--- config.mk ---
export PLATFORM = sky130hd
export DESIGN_NAME = uart_prog_streamer
export DESIGN_NICKNAME = d
export VERILOG_FILES = /design/src/rtl/uart_prog_pkg.sv /design/src/rtl/uart_bit_timer.sv /design/src/rtl/uart_prog_streamer.sv
export SDC_FILE = /design/constraint.sdc
export NUM_CORES = 1
export LEC_CHECK = 0
export ABC_CLOCK_PERIOD_IN_PS = 2400
export CAP_MARGIN = 20
export CORE_AREA = 3 3 91 93
export DETAILED_ROUTE_END_ITERATION = 8
export DIE_AREA = 0 0 94 96
export DONT_BUFFER_PORTS = 1
export PLACE_DENSITY_LB_ADDON = 0.3
export REMOVE_ABC_BUFFERS = 1
export SLEW_MARGIN = 0
export SYNTH_ARGS = -nofsm -noshare
export SYNTH_HDL_FRONTEND = slang
export SYNTH_SLANG_ARGS = --single-unit
--- constraint.sdc ---
create_clock -name clock -period 2.4 [get_ports clock]
set_input_delay 0.72 -clock clock [delete_from_list [all_inputs] [get_ports clock]]
set_output_delay 0.72 -clock clock [all_outputs]
set_load 0.01 [all_outputs]
--- src/rtl/uart_prog_pkg.sv ---
// Shared definitions for the UART program streamer: FSM states, frame
// length and parity helpers.
package uart_prog_pkg;

  typedef enum logic [3:0] {
    ST_IDLE,
    ST_WAIT,
    ST_FETCH,
    ST_LOAD,
    ST_START,
    ST_DATA,
    ST_PARITY,
    ST_STOP,
    ST_GAP,
    ST_END
  } state_t;

  // Bit periods in one frame, excluding any inter-frame gap.
  function automatic int frame_bits(input int data_bits, input int parity_en,
                                    input int stop_bits);
    return 1 + data_bits + parity_en + stop_bits;
  endfunction

  // Even parity when odd=0, odd parity when odd=1. Data must already be masked.
  function automatic logic parity_bit(input logic [7:0] data, input logic odd);
    return (^data) ^ odd;
  endfunction

endpackage

--- src/rtl/uart_bit_timer.sv ---
// Bit-period timer: a down-counter that pulses tick on the last cycle of every
// CLKS_PER_BIT-cycle period. restart starts a fresh period on the next cycle.
module uart_bit_timer #(
  parameter int CLKS_PER_BIT = 347
) (
  input  logic clock,
  input  logic resetb,
  input  logic restart,
  output logic tick
);

  localparam int CW = (CLKS_PER_BIT > 2) ? $clog2(CLKS_PER_BIT) : 1;
  localparam logic [CW-1:0] LAST = CW'(CLKS_PER_BIT - 1);

  logic [CW-1:0] cnt_reg;

  assign tick = (cnt_reg == '0) && !restart;

  // Reload on restart or at the end of a period, otherwise count down.
  always_ff @(posedge clock or negedge resetb) begin
    if (!resetb) begin
      cnt_reg <= LAST;
    end else if (restart || cnt_reg == '0) begin
      cnt_reg <= LAST;
    end else begin
      cnt_reg <= cnt_reg - 1'b1;
    end
  end

endmodule

--- src/rtl/uart_prog_streamer.sv ---
// UART program loader: on a rising mprj_ready edge, fetches len bytes from a
// 1-cycle-latency ROM and sends each as a UART frame on tx_o.
module uart_prog_streamer
  import uart_prog_pkg::*;
#(
  parameter int CLKS_PER_BIT = 347,
  parameter int DATA_BITS    = 8,
  parameter int PARITY_EN    = 0,
  parameter int PARITY_ODD   = 0,
  parameter int STOP_BITS    = 1,
  parameter int GAP_BITS     = 0,
  parameter int START_DLY    = 1000,
  parameter int ADDR_W       = 14
) (
  input  logic              clock,
  input  logic              resetb,
  input  logic              ready_i,
  input  logic [ADDR_W:0]   len_i,
  input  logic              abort_i,
  output logic              rom_rd_o,
  output logic [ADDR_W-1:0] rom_addr_o,
  input  logic [7:0]        rom_data_i,
  output logic              tx_o,
  output logic              busy_o,
  output logic              done_o,
  output logic              aborted_o,
  output logic [ADDR_W:0]   byte_cnt_o
);

  localparam int FRAME_BITS = frame_bits(DATA_BITS, PARITY_EN, STOP_BITS);
  localparam int BCW        = $clog2(FRAME_BITS + GAP_BITS + 1);
  localparam int DLY        = (START_DLY < 1) ? 1 : START_DLY;
  localparam int WCW        = (DLY > 1) ? $clog2(DLY) : 1;
  localparam logic [7:0] DATA_MASK = 8'((1 << DATA_BITS) - 1);

  state_t              state_reg, state_next;
  logic                ready_s1_reg, ready_s2_reg, ready_d_reg;
  logic [ADDR_W:0]     len_reg, byte_cnt_reg;
  logic [ADDR_W-1:0]   addr_reg;
  logic [WCW-1:0]      wait_cnt_reg;
  logic [BCW-1:0]      bit_cnt_reg;
  logic [7:0]          shift_reg;
  logic                parity_reg, tx_reg, busy_reg, done_reg, aborted_reg;
  logic                abort_lat_reg;
  logic                arm, tick, restart, frame_end, last_byte, abort_req, tx_next;

  uart_bit_timer #(.CLKS_PER_BIT(CLKS_PER_BIT)) u_bit_timer (
    .clock   (clock),
    .resetb  (resetb),
    .restart (restart),
    .tick    (tick)
  );

  assign arm        = ready_s2_reg && !ready_d_reg;
  assign last_byte  = (byte_cnt_reg + (ADDR_W + 1)'(1)) == len_reg;
  assign abort_req  = abort_lat_reg || abort_i;
  assign rom_rd_o   = (state_reg == ST_FETCH);
  assign rom_addr_o = addr_reg;
  assign tx_o       = tx_reg;
  assign busy_o     = busy_reg;
  assign done_o     = done_reg;
  assign aborted_o  = aborted_reg;
  assign byte_cnt_o = byte_cnt_reg;

  // Ready synchroniser plus edge detector; flops reset high so a ready that
  // is already high when reset lifts does not count as a rising edge.
  always_ff @(posedge clock or negedge resetb) begin
    if (!resetb) begin
      ready_s1_reg <= 1'b1;
      ready_s2_reg <= 1'b1;
      ready_d_reg  <= 1'b1;
    end else begin
      ready_s1_reg <= ready_i;
      ready_s2_reg <= ready_s1_reg;
      ready_d_reg  <= ready_s2_reg;
    end
  end

  // State register.
  always_ff @(posedge clock or negedge resetb) begin
    if (!resetb) state_reg <= ST_IDLE;
    else         state_reg <= state_next;
  end

  // Next-state, bit-timer restart, frame-end strobe and serial line value.
  always_comb begin
    state_next = state_reg;
    restart    = 1'b0;
    frame_end  = 1'b0;
    tx_next    = 1'b1;
    case (state_reg)
      ST_IDLE:  if (arm && len_i != '0) state_next = ST_WAIT;
      ST_WAIT: begin
        if (abort_req)                           state_next = ST_IDLE;
        else if (wait_cnt_reg == WCW'(DLY - 1))  state_next = ST_FETCH;
      end
      ST_FETCH: state_next = ST_LOAD;
      ST_LOAD: begin
        restart    = 1'b1;
        state_next = ST_START;
      end
      ST_START: begin
        tx_next = 1'b0;
        if (tick) state_next = ST_DATA;
      end
      ST_DATA: begin
        tx_next = shift_reg[0];
        if (tick && bit_cnt_reg == BCW'(DATA_BITS))
          state_next = (PARITY_EN != 0) ? ST_PARITY : ST_STOP;
      end
      ST_PARITY: begin
        tx_next = parity_reg;
        if (tick) state_next = ST_STOP;
      end
      ST_STOP: begin
        if (tick && bit_cnt_reg == BCW'(FRAME_BITS - 1)) begin
          if (GAP_BITS == 0) frame_end  = 1'b1;
          else               state_next = ST_GAP;
        end
      end
      ST_GAP:   if (tick && bit_cnt_reg == BCW'(FRAME_BITS + GAP_BITS - 1)) frame_end = 1'b1;
      ST_END:   state_next = ST_IDLE;
      default:  state_next = ST_IDLE;
    endcase
    if (frame_end) begin
      if (last_byte)      state_next = ST_END;
      else if (abort_req) state_next = ST_IDLE;
      else                state_next = ST_FETCH;
    end
  end

  // Abort latch: remembered while a transfer is in progress, cleared once idle.
  always_ff @(posedge clock or negedge resetb) begin
    if (!resetb)                                          abort_lat_reg <= 1'b0;
    else if (state_reg == ST_IDLE || state_reg == ST_END) abort_lat_reg <= 1'b0;
    else if (abort_i)                                     abort_lat_reg <= 1'b1;
  end

  // Datapath: line register, counters, shift register and status flags.
  always_ff @(posedge clock or negedge resetb) begin
    if (!resetb) begin
      tx_reg       <= 1'b1;
      len_reg      <= '0;
      byte_cnt_reg <= '0;
      addr_reg     <= '0;
      wait_cnt_reg <= '0;
      bit_cnt_reg  <= '0;
      shift_reg    <= '0;
      parity_reg   <= 1'b0;
      busy_reg     <= 1'b0;
      done_reg     <= 1'b0;
      aborted_reg  <= 1'b0;
    end else begin
      tx_reg <= tx_next;
      case (state_reg)
        ST_IDLE: begin
          if (arm) begin
            // Every arming reloads the program from address 0.
            len_reg      <= len_i;
            byte_cnt_reg <= '0;
            addr_reg     <= '0;
            wait_cnt_reg <= '0;
            aborted_reg  <= 1'b0;
            done_reg     <= (len_i == '0);
            busy_reg     <= (len_i != '0);
          end
        end
        ST_WAIT: begin
          if (abort_req) begin
            aborted_reg <= 1'b1;
            busy_reg    <= 1'b0;
          end else begin
            wait_cnt_reg <= wait_cnt_reg + 1'b1;
          end
        end
        ST_LOAD: begin
          shift_reg   <= rom_data_i & DATA_MASK;
          parity_reg  <= parity_bit(rom_data_i & DATA_MASK, 1'(PARITY_ODD));
          bit_cnt_reg <= '0;
        end
        ST_START, ST_PARITY, ST_STOP, ST_GAP: begin
          if (tick) bit_cnt_reg <= bit_cnt_reg + 1'b1;
        end
        ST_DATA: begin
          if (tick) begin
            bit_cnt_reg <= bit_cnt_reg + 1'b1;
            shift_reg   <= shift_reg >> 1;
          end
        end
        ST_END: begin
          done_reg <= 1'b1;
          busy_reg <= 1'b0;
        end
        default: ;
      endcase
      if (frame_end) begin
        byte_cnt_reg <= byte_cnt_reg + 1'b1;
        addr_reg     <= addr_reg + 1'b1;
        if (!last_byte && abort_req) begin
          aborted_reg <= 1'b1;
          busy_reg    <= 1'b0;
        end
      end
    end
  end

endmodule

==> results.txt <==
The H-tree depth reported by CTS is 3. Setup slack closes at ~0.15 ns. The final cell count without fillers came out at between 600 and 700. The final standard cell area without fillers came out at 5299 sq um. The final-layout worst hold slack is about 0.057 ns. The post-route minimum period came out at between 2 and 2.5 ns.

The endpoint arrival time on the critical path came out at around 1.5 ns. The synthesized design contains 88 register bits. The most critical setup path has its startpoint at state_reg[0]. TritonCTS built the clock tree.

The total cell area at the placement stage came out at 5036 sq um. In the final layout, the share of cells above drive strength 1 is roughly 13%. The path category of the worst min-delay check is primary input to asynchronous set/reset pin.

The most numerous cell in the Yosys netlist is sky130_fd_sc_hd__nand2_1. The number of buffers inserted by port buffering came out at 0. The biggest cell delay along the critical path came out at 0.48 ns. The I/O pin total came out at between 60 and 70.

The region available for standard cell placement spans approximately 7600 sq um. The max-slew violation count is 0. The horizontal extent of the die is between 90 and 100 um. The adder-cell share of the synthesized area is about 2.1%. The max-slew headroom at the worst pin is between 60% and 70%.

For this run, the leading register cell type out of synthesis is sky130_fd_sc_hd__dfrtp_1. The count of unresolved DRC violations after routing came out at 0. The congestion estimate from routability-driven global placement came to between 0.8 and 0.9.

By instance count, the cell type seen most on the critical path is sky130_fd_sc_hd__buf_4. The floorplan row count is 32. By count the netlist is led by sky130_fd_sc_hd__nand2_1, sky130_fd_sc_hd__dfrtp_1, sky130_fd_sc_hd__nor2_1, sky130_fd_sc_hd__o21ai_0.

The top cell type's share of synthesized area is 40.89%. The area added between synthesis and finish is 9.601%. The power density over cell area came out at about 640 nW/um^2.

The number of nets with antenna violations after detailed routing came out at 0. The combined flip-flop and latch cell area came out at ~2200 sq um. The final number of setup-violating endpoints came out at 0.

The setup slack at placement is 0.1336 ns. The multi-input combinational cells in the finished layout cover a total of 2476 sq um. The endpoint type of the worst setup path is an output pin.

For this run, the post-layout net count is about 570. Synthesis handed over a netlist of ~530 instances. The number of warnings reported in the yosys synthesis log is 0.

Setup repair after global routing left no endpoint under its margin. The final routed wire length divided by cell count came out at about 17 um. The initial utilization of the core area, before any placement, comes to a little under two thirds. Clock tree synthesis inserted a total of 9 buffers. The total of fill cells in the finished design came out at slightly below 600. The critical path ends at rom_rd_o.

In this run, placement finished with an instance count of approximately 630. The maximum count of clock buffers along a single path came out at 2. The maximum clock skew at final layout came out at 0.01340 ns. The post-synthesis xor/xnor area fraction came out at under 10%.

The die is ~96 um tall. The master of the slowest instance on the critical path is sky130_fd_sc_hd__dfrtp_1. After clock tree synthesis, the clock-pin slew on the worst setup and hold paths is around 0.08 ns. The number of synthesized flops with an enable pin came out at 0. The synthesized area per cell came out at a little over 9 sq um.

The multiplexer share of the synthesized area is 2.717%. For the pin with the worst max-slew slack, the measured transition is between 0.5 and 0.6 ns. The via count of the first global-routing pass came to roughly 3700.

The worst-case register-to-register setup slack is between 0.15 and 0.2 ns. The later-pin clock latency in the skew report came out at 0.36 ns. The main combinational cell family by area after synthesis is simple AND/OR/NAND/NOR gates.

Summed over all instances, the cell type with the most area after synthesis is sky130_fd_sc_hd__dfrtp_1. The total standard cell area after synthesis is ~4800 sq um. The maximum vdd drop came out at about 0.00053 V. The total global routing overflow came out at 0. The number of clock sinks came out at just under 90. The worst setup path is of the register to output pin kind.

The routed layout has approximately 3900 vias. Based on the critical path, the design can be clocked at up to roughly 440 MHz. The worst register-to-register path ends at state_reg[1]. The number of buffers added for setup after CTS is 0. The post-synthesis simple-gate area fraction is between 20% and 30%. Detailed placement finished with a half-perimeter wire length of a little under 8 mm. The share of synthesized area occupied by flip-flops and latches came out at around 46%.

The number of DRC markers after the initial detailed-route iteration came out at between 200 and 250. The startpoint identified for the worst register-to-register timing path is byte_cnt_o[2]. STA classifies the critical path startpoint as a register.

The worst path required time came out at about 1.7 ns. In this run the static leakage power is 0.002294 uW. The share of the synthesized area in compound gates (AO/OA/AOI/OAI) is 14.31%.

The cell count of the worst reg-to-reg path came out at 6. The combined global-route utilization of all metal layers came out at 24.87%. The number of failing hold endpoints at the final stage came out at 0. Traced cell by cell, the critical path runs through buf_4 > nor4b_2 > buf_4. The total design power is approximately 3400 uW. The buffer cell driving the clock tree root is sky130_fd_sc_hd__clkbuf_8. In the post-synthesis netlist, the biggest area contributors are sky130_fd_sc_hd__dfrtp_1, sky130_fd_sc_hd__nand2_1, sky130_fd_sc_hd__dfstp_2, sky130_fd_sc_hd__o21ai_0, sky130_fd_sc_hd__xnor2_1. The initial antenna violation count came out at 0. The first detailed-routing pass ran for 4 iterations. The via-per-instance ratio is 6.019.

The total detailed-routing wirelength is 10.80 mm. The async set or reset register ratio after synthesis is 100.0%. The antenna cell count is 0. The die area is ~9000 sq um. The first global-routing pass estimated 17.51 mm of wire. The pin count of the biggest net entering global routing came out at 89. The peak fanout along the critical path came out at 7. The final cycle utilization of the critical path came out at ~94%. The unique cell type count in the Yosys netlist is just over 60.

The flow ran to the end, and the final reports show no timing, DRC or antenna violations. Max-cap violations in this run came to 0.
## per-layer routing
layer / global-route usage [%] / wire [um]
met1: 31.00 / 4261
met2: 42.87 / 5653
met3: 5.629 / 730
met4: 8.424 / 157
met5: 0 / 0
## logic make-up (layout without fill, tap and decap cells)
logic type                 count (synthesis)  count (layout)
muxes                                     13              13
DFF                                       88              88
xor gates and xnor gates                  41              41
adders and majority gates                  8               8
AOI/OAI and AO/OA                        109             109
buffers and inverters                     37              52
and+or+nand+nor                          232             232
## per-stage QoR
step	TNS, ns	util (%)
after floorplan	-0.6347	-
after global placement	0	66.20
after detailed placement	0	66.20
after CTS	0	69.42
after global routing	0	69.65
final	0	69.65
## layout by cell type (no fill, tap or decap), drive strengths merged, types with 4 or more instances in the layout
master / count
nor4b: 4
clkbuf: 11
a31oi: 4
nand4: 11
inv: 9
xnor2: 22
nor2: 46
nand3: 17
nand2: 89
a21oi: 22
dfrtp: 79
or2: 7
ha: 8
dfstp: 9
nor4: 9
o21ai: 45
buf: 27
o31ai: 14
xor2: 19
and2: 6
nor3: 10
mux2i: 12
o211ai: 7
and3: 8
## what timing repair did
| item | CTS | global route |
|---|---|---|
| hold buffers | 0 | 0 |
| endpoints found under the setup margin | 0 | 15 |
| gates resized for setup | 0 | 3 |
## worst min-delay path by stage
stage	cells after the start	slack, ns	to
2_1_floorplan	0	0.35	ready_s2_reg
3_3_place_gp	0	0.35	ready_s2_reg
3_5_place_dp	0	0.35	ready_s2_reg
4_1_cts	0	0.03	rom_addr_o[12]
5_1_grt	0	0.02	wait_cnt_reg[3]
6_report	0	0.06	byte_cnt_o[9]
## worst max-delay path: cells and delay by family, from the launching register on
family | cells | cell delay, ns
AND/OR/NAND/NOR | 1 | 0.32
flip-flops | 1 | 0.48
buffers and inverters | 2 | 0.39
## area by class of cell
cell class	count	area share, %
sequential	88	41.77
inverter	9	0.6375
tap	102	2.408
clock inverter	5	1.960
multi-input combinational	403	46.73
clock buffer	11	2.668
timing repair buffer	27	3.825
## report_power, final
group	leakage [uW]	internal [uW]	switching, uW
combinational	0.00113	205	205
clock	0.000124	721	524
sequential	0.00104	1630	118
(Power assumes the default switching activity.)
